File: src/rtl/rv32i_pkg.sv
// Shared RV32I definitions: datapath width, reset vector and the address type
// used by the program counter and the next-PC logic.
package rv32i_pkg;

   localparam int XLEN = 32;

   typedef logic [XLEN-1:0] addr_t;

   // Address the core starts fetching from after reset.
   localparam addr_t RESET_VECTOR = 32'h0000_0000;

endpackage : rv32i_pkg

File: src/rtl/pc_module_if.sv
// Program-counter bus: the next-PC mux drives PC_Next, the PC register drives PC.
interface pc_module_if;
   import rv32i_pkg::*;

   addr_t PC_Next;
   addr_t PC;

   // Next-PC logic side: supplies the next address, observes the current PC.
   modport master (
      output PC_Next,
      input  PC
   );

   // PC register side: consumes the next address, publishes the current PC.
   modport slave (
      input  PC_Next,
      output PC
   );

endinterface : pc_module_if

File: src/rtl/pc_module.sv
// Program-counter register for the RV32I single-cycle core. Loads PC_Next on
// every rising clock edge; asynchronous active-high reset forces RESET_VECTOR.
// Values are stored unmodified: alignment is checked by fetch/exception logic.
module pc_module
   import rv32i_pkg::*;
#(
   parameter int    XLEN_P         = XLEN,
   parameter addr_t RESET_VECTOR_P = RESET_VECTOR
) (
   input  logic        clk,
   input  logic        rst,
   pc_module_if.slave  bus
);

   addr_t pc_q;
   addr_t pc_d;

   // Elaboration-time parameter checks: the datapath is fixed at 32 bits and
   // the reset vector must be word aligned.
   if (XLEN_P != 32) begin : g_bad_xlen
      $error("pc_module: XLEN must be 32");
   end
   if (RESET_VECTOR_P[1:0] != 2'b00) begin : g_bad_reset_vector
      $error("pc_module: RESET_VECTOR must be word aligned");
   end

   // No enable: stalls are handled upstream by feeding PC back on PC_Next.
   always_comb begin
      pc_d = bus.PC_Next;
   end

   // PC register with asynchronous reset to the reset vector.
   always_ff @(posedge clk or posedge rst) begin
      if (rst) begin
         pc_q <= RESET_VECTOR_P;
      end else begin
         pc_q <= pc_d;
      end
   end

   assign bus.PC = pc_q;

endmodule : pc_module

File: src/flat_wrapper.sv
// flat-port wrapper written by rule: the top's interface ports become plain ports
module pc_module_flat import rv32i_pkg::*;
#(
   parameter int    XLEN_P         = XLEN,
   parameter addr_t RESET_VECTOR_P = RESET_VECTOR
)
  (clk, rst, bus_PC_Next, bus_PC);
  pc_module_if bus_i ();
  input  logic clk;
  input  logic rst;
  input wire logic [$bits(bus_i.PC_Next)-1:0] bus_PC_Next;
  output wire logic [$bits(bus_i.PC)-1:0] bus_PC;
  assign bus_i.PC_Next = bus_PC_Next;
  assign bus_PC = bus_i.PC;
  pc_module #(.XLEN_P(XLEN_P), .RESET_VECTOR_P(RESET_VECTOR_P)) u_core (.clk(clk), .rst(rst), .bus(bus_i));
endmodule
File: config.mk
export PLATFORM = sky130hd
export DESIGN_NAME = pc_module_flat
export DESIGN_NICKNAME = d
export VERILOG_FILES = /design/src/rtl/rv32i_pkg.sv /design/src/rtl/pc_module_if.sv /design/src/rtl/pc_module.sv /design/src/flat_wrapper.sv
export SDC_FILE = /design/constraint.sdc
export NUM_CORES = 1
export LEC_CHECK = 0
export ABC_AREA = 1
export CAP_MARGIN = 20
export CORE_ASPECT_RATIO = 0.75
export CORE_UTILIZATION = 33
export DETAILED_ROUTE_END_ITERATION = 10
export PLACE_DENSITY = 0.82
export SKIP_CTS_REPAIR_TIMING = 1
export SYNTH_ARGS = -nofsm -noshare
export SYNTH_HDL_FRONTEND = slang
export SYNTH_SLANG_ARGS = --single-unit
File: constraint.sdc
create_clock -name clk -period 1.5 [get_ports clk]
set_input_delay 0.3 -clock clk [delete_from_list [all_inputs] [get_ports clk]]
set_output_delay 0.3 -clock clk [all_outputs]
set_load 0.03 [all_outputs]
==> reports/qor.yml, run 1 <==
layout:
  multi_input_cells: 0
  multi_input_area_sq_um: 0
  n_antenna_cell: 0
  layoutNonFillerInstCount: 142
  drive_gt1_share_pct: 9.26
  fillers: 158
  largest_register_ffs: 32
  fin_nets: 141
  final_common_cell: "clkdlybuf4s50_1"
  area_growth_pct: 106
  utilization_pct: 71.7
  most-common-layout-cells: "clkdlybuf4s50_1 (33), dlymetal6s2s_1 (32), dfrtp_1 (32)"
  design_area_sq_um: 1650
floorplan:
  coreArea_sq_um: 2310
  placementRows: 15
  fp.dieW_microns: 59.0
  die_y_microns: 44.8
  ios: 66
  initial_core_util_pct: 34.9
  dieArea_sq_um: 2640
timing:
  worst_pin_slew_ns: 0.349
  fin_crit_sh_pct: 84.4
  slew_viol_final: 0
  period_needed_ns: 1.27
  rsz0062_at_grt: "no"
  hold_viol_final: 0
  tns_ns: 0
  slew_headroom_pct: 76.7
  fmax_mhz: 790
  setup_viol_count_final: 0
global_routing:
  antenna_found_initial: 0
  grt_overflow: 0
  grt_max_degree: 18
  grt_pass1_wl_microns: 2470
  grt_usage_pct: 14.5
  grt_pass1_vias: 603
detailed_routing:
  viasPerCell: 3.98
  num_vias: 565
  dr.first_iter.drc_count: 7
  drt_pre_antenna_iters: 4
  antenna_left: 0
  wl_per_cell_microns: 12.9
  drc: 0
  totalWireLength_microns: 1830
critical_path:
  critical_path_class: "reg -> out"
  path_cells: "dlymetal6s2s_1"
  cp.arrival_ns: 0.97
  cp_num_buf_inv: 1
  startpoint_type: "register"
  critical-path-top-delay-family: "flip-flops"
  cp.depth: 1
  cp_slowest_stage_delay_ns: 0.35
  worstPathRequired_ns: 1.20
  critPathMaxFanout: 1
  cpMaxStageDelayCell: "dfrtp_1"
  cp-end-kind: "primary output"
synth:
  yosysTopAreaCellShare_pct: 99.5
  ys_top_cells_by_area: "dfrtp_1 (100%), inv_1 (0.47%)"
  syn_inst: 33
  synth_area_per_cell_sq_um: 24.4
  yosysTopAreaCell: "dfrtp_1"
  yosys_warnings: 0
  ys_seq_area_share_pct: 99.5
  ys_ff_latch: 32
  syn_nets: 67
  ys_types: 2
  netlist_area_sq_um: 805
cts:
  cts_buffers: 5
  clockBufferDepth: 2
  cts_root_buf: "clkbuf_4"
  cts.sinks: 32
  h-tree-depth: 2
  clk_pin_slew_worst_paths_ns: 0.09
  cts_tree: "yes"
placed_design:
  gp_congestion: 0.619
  dp_cells: 134
  portBuffers: 65
  place_area_sq_um: 1510
pwr:
  p_leak_nw: 0.973
  powerDensity_nw_per_um2: 1020
  totalPowerFinal_w: 0.00169
  vdd_ir_drop_max_mv: 0.718
flow_run:
  drv_cap: 0
outcome:
  status: "completed"
min_path:
  hp-class: "in -> async"
## final timing paths
| check | startpoint | endpoint |
|---|---|---|
| worst max-delay path | u_core.bus.PC[12] | bus_PC[12] |
| worst min-delay path | rst | u_core.bus.PC[11] |
| max in group asynchronous | rst | u_core.bus.PC[13] |
| min in group clk | bus_PC_Next[30] | u_core.bus.PC[30] |
## where the power goes
part	leakage [nW]	internal [W]	total (W)	switching (W)
combinational	0.562	0.000143	0.000279	0.000136
sequential	0.373	0.000905	0.000915	0.0000106
clock	0.0380	0.000223	0.000496	0.000273
## cell usage after synthesis (all sizes together)
library cell	n
inv	1
dfrtp	32
## area by class of cell
type | count | area [sq um] | share of cell area (%)
Sequential cell | 32 | 801 | 48.4
Inverter | 1 | 3.75 | 0.227
Tap cell | 34 | 42.5 | 2.57
Timing Repair Buffer | 67 | 746 | 45.1
Clock buffer | 6 | 51.3 | 3.10
Clock inverter | 2 | 10.0 | 0.605
## metal layers
metal	wire length, microns	vias up	global-route usage (%)	part of all wire [%]
met1	597	272	13.3	33
li1	-	248	-	-
met4	36	0	12.9	2.0
met3	181	5	6.59	9.9
met5	0	-	0	0
met2	1020	40	24.5	55
## metrics by stage
step / hold slack, ns / setup slack (ns)
after floorplan: 0.331 / 0.509
after global placement: 0.633 / 0.227
after detailed placement: 0.645 / 0.203
after CTS: 0.275 / -0.176
after global routing: 0.307 / 0.180
final: 0.298 / 0.235
## cell families after synthesis
| kind of cell | share of synthesized area, % |
|---|---|
| flip-flops | 99.5 |
| buffers and inverters | 0.466 |
No activity file was read; power rests on OpenSTA's default activity.
==> inputs of run 2 (changes only) <==
--- a/config.mk
+++ b/config.mk
@@ -8,9 +8,9 @@
 export ABC_AREA = 1
 export CAP_MARGIN = 20
 export CORE_ASPECT_RATIO = 0.75
-export CORE_UTILIZATION = 33
+export CORE_UTILIZATION = 31
 export DETAILED_ROUTE_END_ITERATION = 10
-export PLACE_DENSITY = 0.82
+export PLACE_DENSITY = 0.77
 export SKIP_CTS_REPAIR_TIMING = 1
 export SYNTH_ARGS = -nofsm -noshare
 export SYNTH_HDL_FRONTEND = slang
==> constraint.sdc (replaced) <==
create_clock -name clk -period 1.2 [get_ports clk]
set_input_delay 0.24 -clock clk [delete_from_list [all_inputs] [get_ports clk]]
set_output_delay 0.24 -clock clk [all_outputs]
set_load 0.03 [all_outputs]
==> reports/qor.yml, run 2 (same netlist as run 1, synthesis figures left out) <==
min_path:
  hp-class: "in -> async"  # unchanged
critical_path:
  cp_slowest_stage_delay_ns: 0.39  # was 0.35 ns
  cpMaxStageDelayCell: "dfrtp_1"  # unchanged
  critical_path_class: "reg -> out"  # unchanged
  startpoint_type: "register"  # unchanged
  cp_num_buf_inv: 1  # unchanged
  path_cells: "buf_4"  # was dlymetal6s2s_1
  cp-end-kind: "primary output"  # unchanged
  cp.arrival_ns: 0.86  # was 0.97 ns
  critPathMaxFanout: 1  # unchanged
  critical-path-top-delay-family: "flip-flops"  # unchanged
  worstPathRequired_ns: 0.96  # was 1.20 ns
cts:
  cts.sinks: 32  # unchanged
  h-tree-depth: 2  # unchanged
  cts_buffers: 5  # unchanged
  clockBufferDepth: 2  # unchanged
  cts_root_buf: "clkbuf_4"  # unchanged
  cts_tree: "yes"  # unchanged
  clk_pin_slew_worst_paths_ns: 0.09  # about the same
timing:
  slew_headroom_pct: 89.0  # was 76.7%
  setup_viol_count_final: 0  # unchanged
  worst_pin_slew_ns: 0.164  # was 0.349 ns
  rsz0062_at_grt: "no"  # unchanged
  period_needed_ns: 1.10
  tns_ns: 0  # unchanged
  fin_ws_ns: 0.100  # was 0.235 ns
  fin_crit_sh_pct: 91.7
  slew_viol_final: 0  # unchanged
  hold_viol_final: 0  # unchanged
  fmax_mhz: 909
floorplan:
  dieArea_sq_um: 2810  # was 2640 sq um
  die_y_microns: 46.1  # was 44.8 microns
  fp.dieW_microns: 60.8  # was 59.0 microns
  coreArea_sq_um: 2380  # was 2310 sq um
  initial_core_util_pct: 33.8  # was 34.9%
  ios: 66  # unchanged
  placementRows: 15  # unchanged
pwr:
  p_leak_nw: 0.708  # was 0.973 nW
  p_int_w: 0.00158  # was 0.00127 W
  power.share.sequential_pct: 55.0  # was 54.2%
  p_switching_w: 0.000506  # was 0.000420 W
  p_clk_share_pct: 28.8  # was 29.3%
  vdd_ir_drop_max_mv: 0.828  # was 0.718 mV
  swShare_pct: 24.3  # was 24.8%
  power.share.combinational_pct: 16.1  # was 16.5%
  powerDensity_nw_per_um2: 1390  # was 1020 nW/um^2
layout:
  final_common_cell: "clkdlybuf4s50_1"  # unchanged
  n_antenna_cell: 0  # unchanged
  largest_register_ffs: 32  # unchanged
  area_growth_pct: 86.3  # was 106%
  drive_gt1_share_pct: 38.3  # was 9.26%
  most-common-layout-cells: "clkdlybuf4s50_1 (33), buf_4 (32), dfrtp_1 (32)"  # was clkdlybuf4s50_1 (33), dlymetal6s2s_1 (32), dfrtp_1 (32)
  multi_input_area_sq_um: 0  # unchanged
  design_area_sq_um: 1500  # was 1650 sq um
  multi_input_cells: 0  # unchanged
  fin_nets: 140  # was 141
placed_design:
  place_area_sq_um: 1440  # was 1510 sq um
  portBuffers: 65  # unchanged
  gp_congestion: 0.573  # was 0.619
  pre_cts_slack_ns: 0.422  # was 0.203 ns
detailed_routing:
  dr.first_iter.drc_count: 5  # was 7
  num_vias: 534  # was 565
  antenna_left: 0  # unchanged
  wl_per_cell_microns: 10.7  # was 12.9 microns
  totalWireLength_microns: 1510  # was 1830 microns
  drc: 0  # unchanged
  drt_pre_antenna_iters: 3  # was 4
  viasPerCell: 3.79  # was 3.98
global_routing:
  grt_pass1_wl_microns: 2270  # was 2470 microns
  grt_max_degree: 33  # was 18
  grt_pass1_vias: 563  # was 603
  grt_usage_pct: 12.5  # was 14.5%
  grt_overflow: 0  # unchanged
  antenna_found_initial: 0  # unchanged
outcome:
  status: "completed"  # unchanged
flow_run:
  drv_cap: 0  # unchanged
==> run 2: metal layers <==
metal  routed length, microns  GRT usage (%)  up-vias
li1                         -              -      245
met1                      513           11.8      245
met2                      755           20.0       42
met4                       10           6.82        0
met5                        0              0        -
met3                      226           9.27        2
==> run 2: stage by stage <==
stage / cells / utilization (%) / hold slack, ns / total power [W]
floorplan: 33 / - / 0.271 / 0.00130
global placement: 133 / 60.3 / 0.602 / 0.00151
detailed placement: 133 / 60.3 / 0.605 / 0.00151
CTS: 141 / 62.9 / 0.252 / 0.00212
global route: 141 / 62.9 / 0.266 / 0.00220
finish: 141 / 62.9 / 0.264 / 0.00208
==> run 2: power by group through the flow <==
stage               registers [W]  logic (W)  clock network [W]
floorplan                 0.00128  0.0000159                  0
detailed placement        0.00117   0.000342                  0
global placement          0.00117   0.000338                  0
CTS                       0.00115   0.000342           0.000635
global route              0.00115   0.000356           0.000686
finish                    0.00115   0.000336           0.000601
==> run 2: worst paths after layout <==
| check | from | endpoint | slack (ns) | cells past startpoint |
|---|---|---|---|---|
| worst min-delay path | rst | u_core.bus.PC[17] | 0.26 | 3 |
| worst max-delay path | u_core.bus.PC[10] | bus_PC[10] | 0.10 | 1 |
| min in group clk | bus_PC_Next[20] | u_core.bus.PC[20] | 0.36 | 1 |
| max in group asynchronous | rst | u_core.bus.PC[8] | 0.78 | 3 |
==> run 2: tightest hold or removal path, stage by stage <==
cell and delay, ns:
clkdlybuf4s50_1 0.39, inv_1 0.09, buf_12 0.21
==> run 2: final cells by class <==
type | count | area [sq um]
timing repair buffer | 66 | 591
clock inverter | 2 | 10.0
sequential | 32 | 801
tap | 34 | 42.5
fill | 185 | 885
clock buffer | 6 | 51.3
inverter | 1 | 3.75
==> inputs of run 3 (changes only) <==
--- a/config.mk
+++ b/config.mk
@@ -12,6 +12,7 @@
 export DETAILED_ROUTE_END_ITERATION = 10
 export PLACE_DENSITY = 0.77
 export SKIP_CTS_REPAIR_TIMING = 1
+export SKIP_LAST_GASP = 1
 export SYNTH_ARGS = -nofsm -noshare
 export SYNTH_HDL_FRONTEND = slang
 export SYNTH_SLANG_ARGS = --single-unit
==> results of run 3 <==
The final DEF is identical to that of run 2; final timing and power are the same.
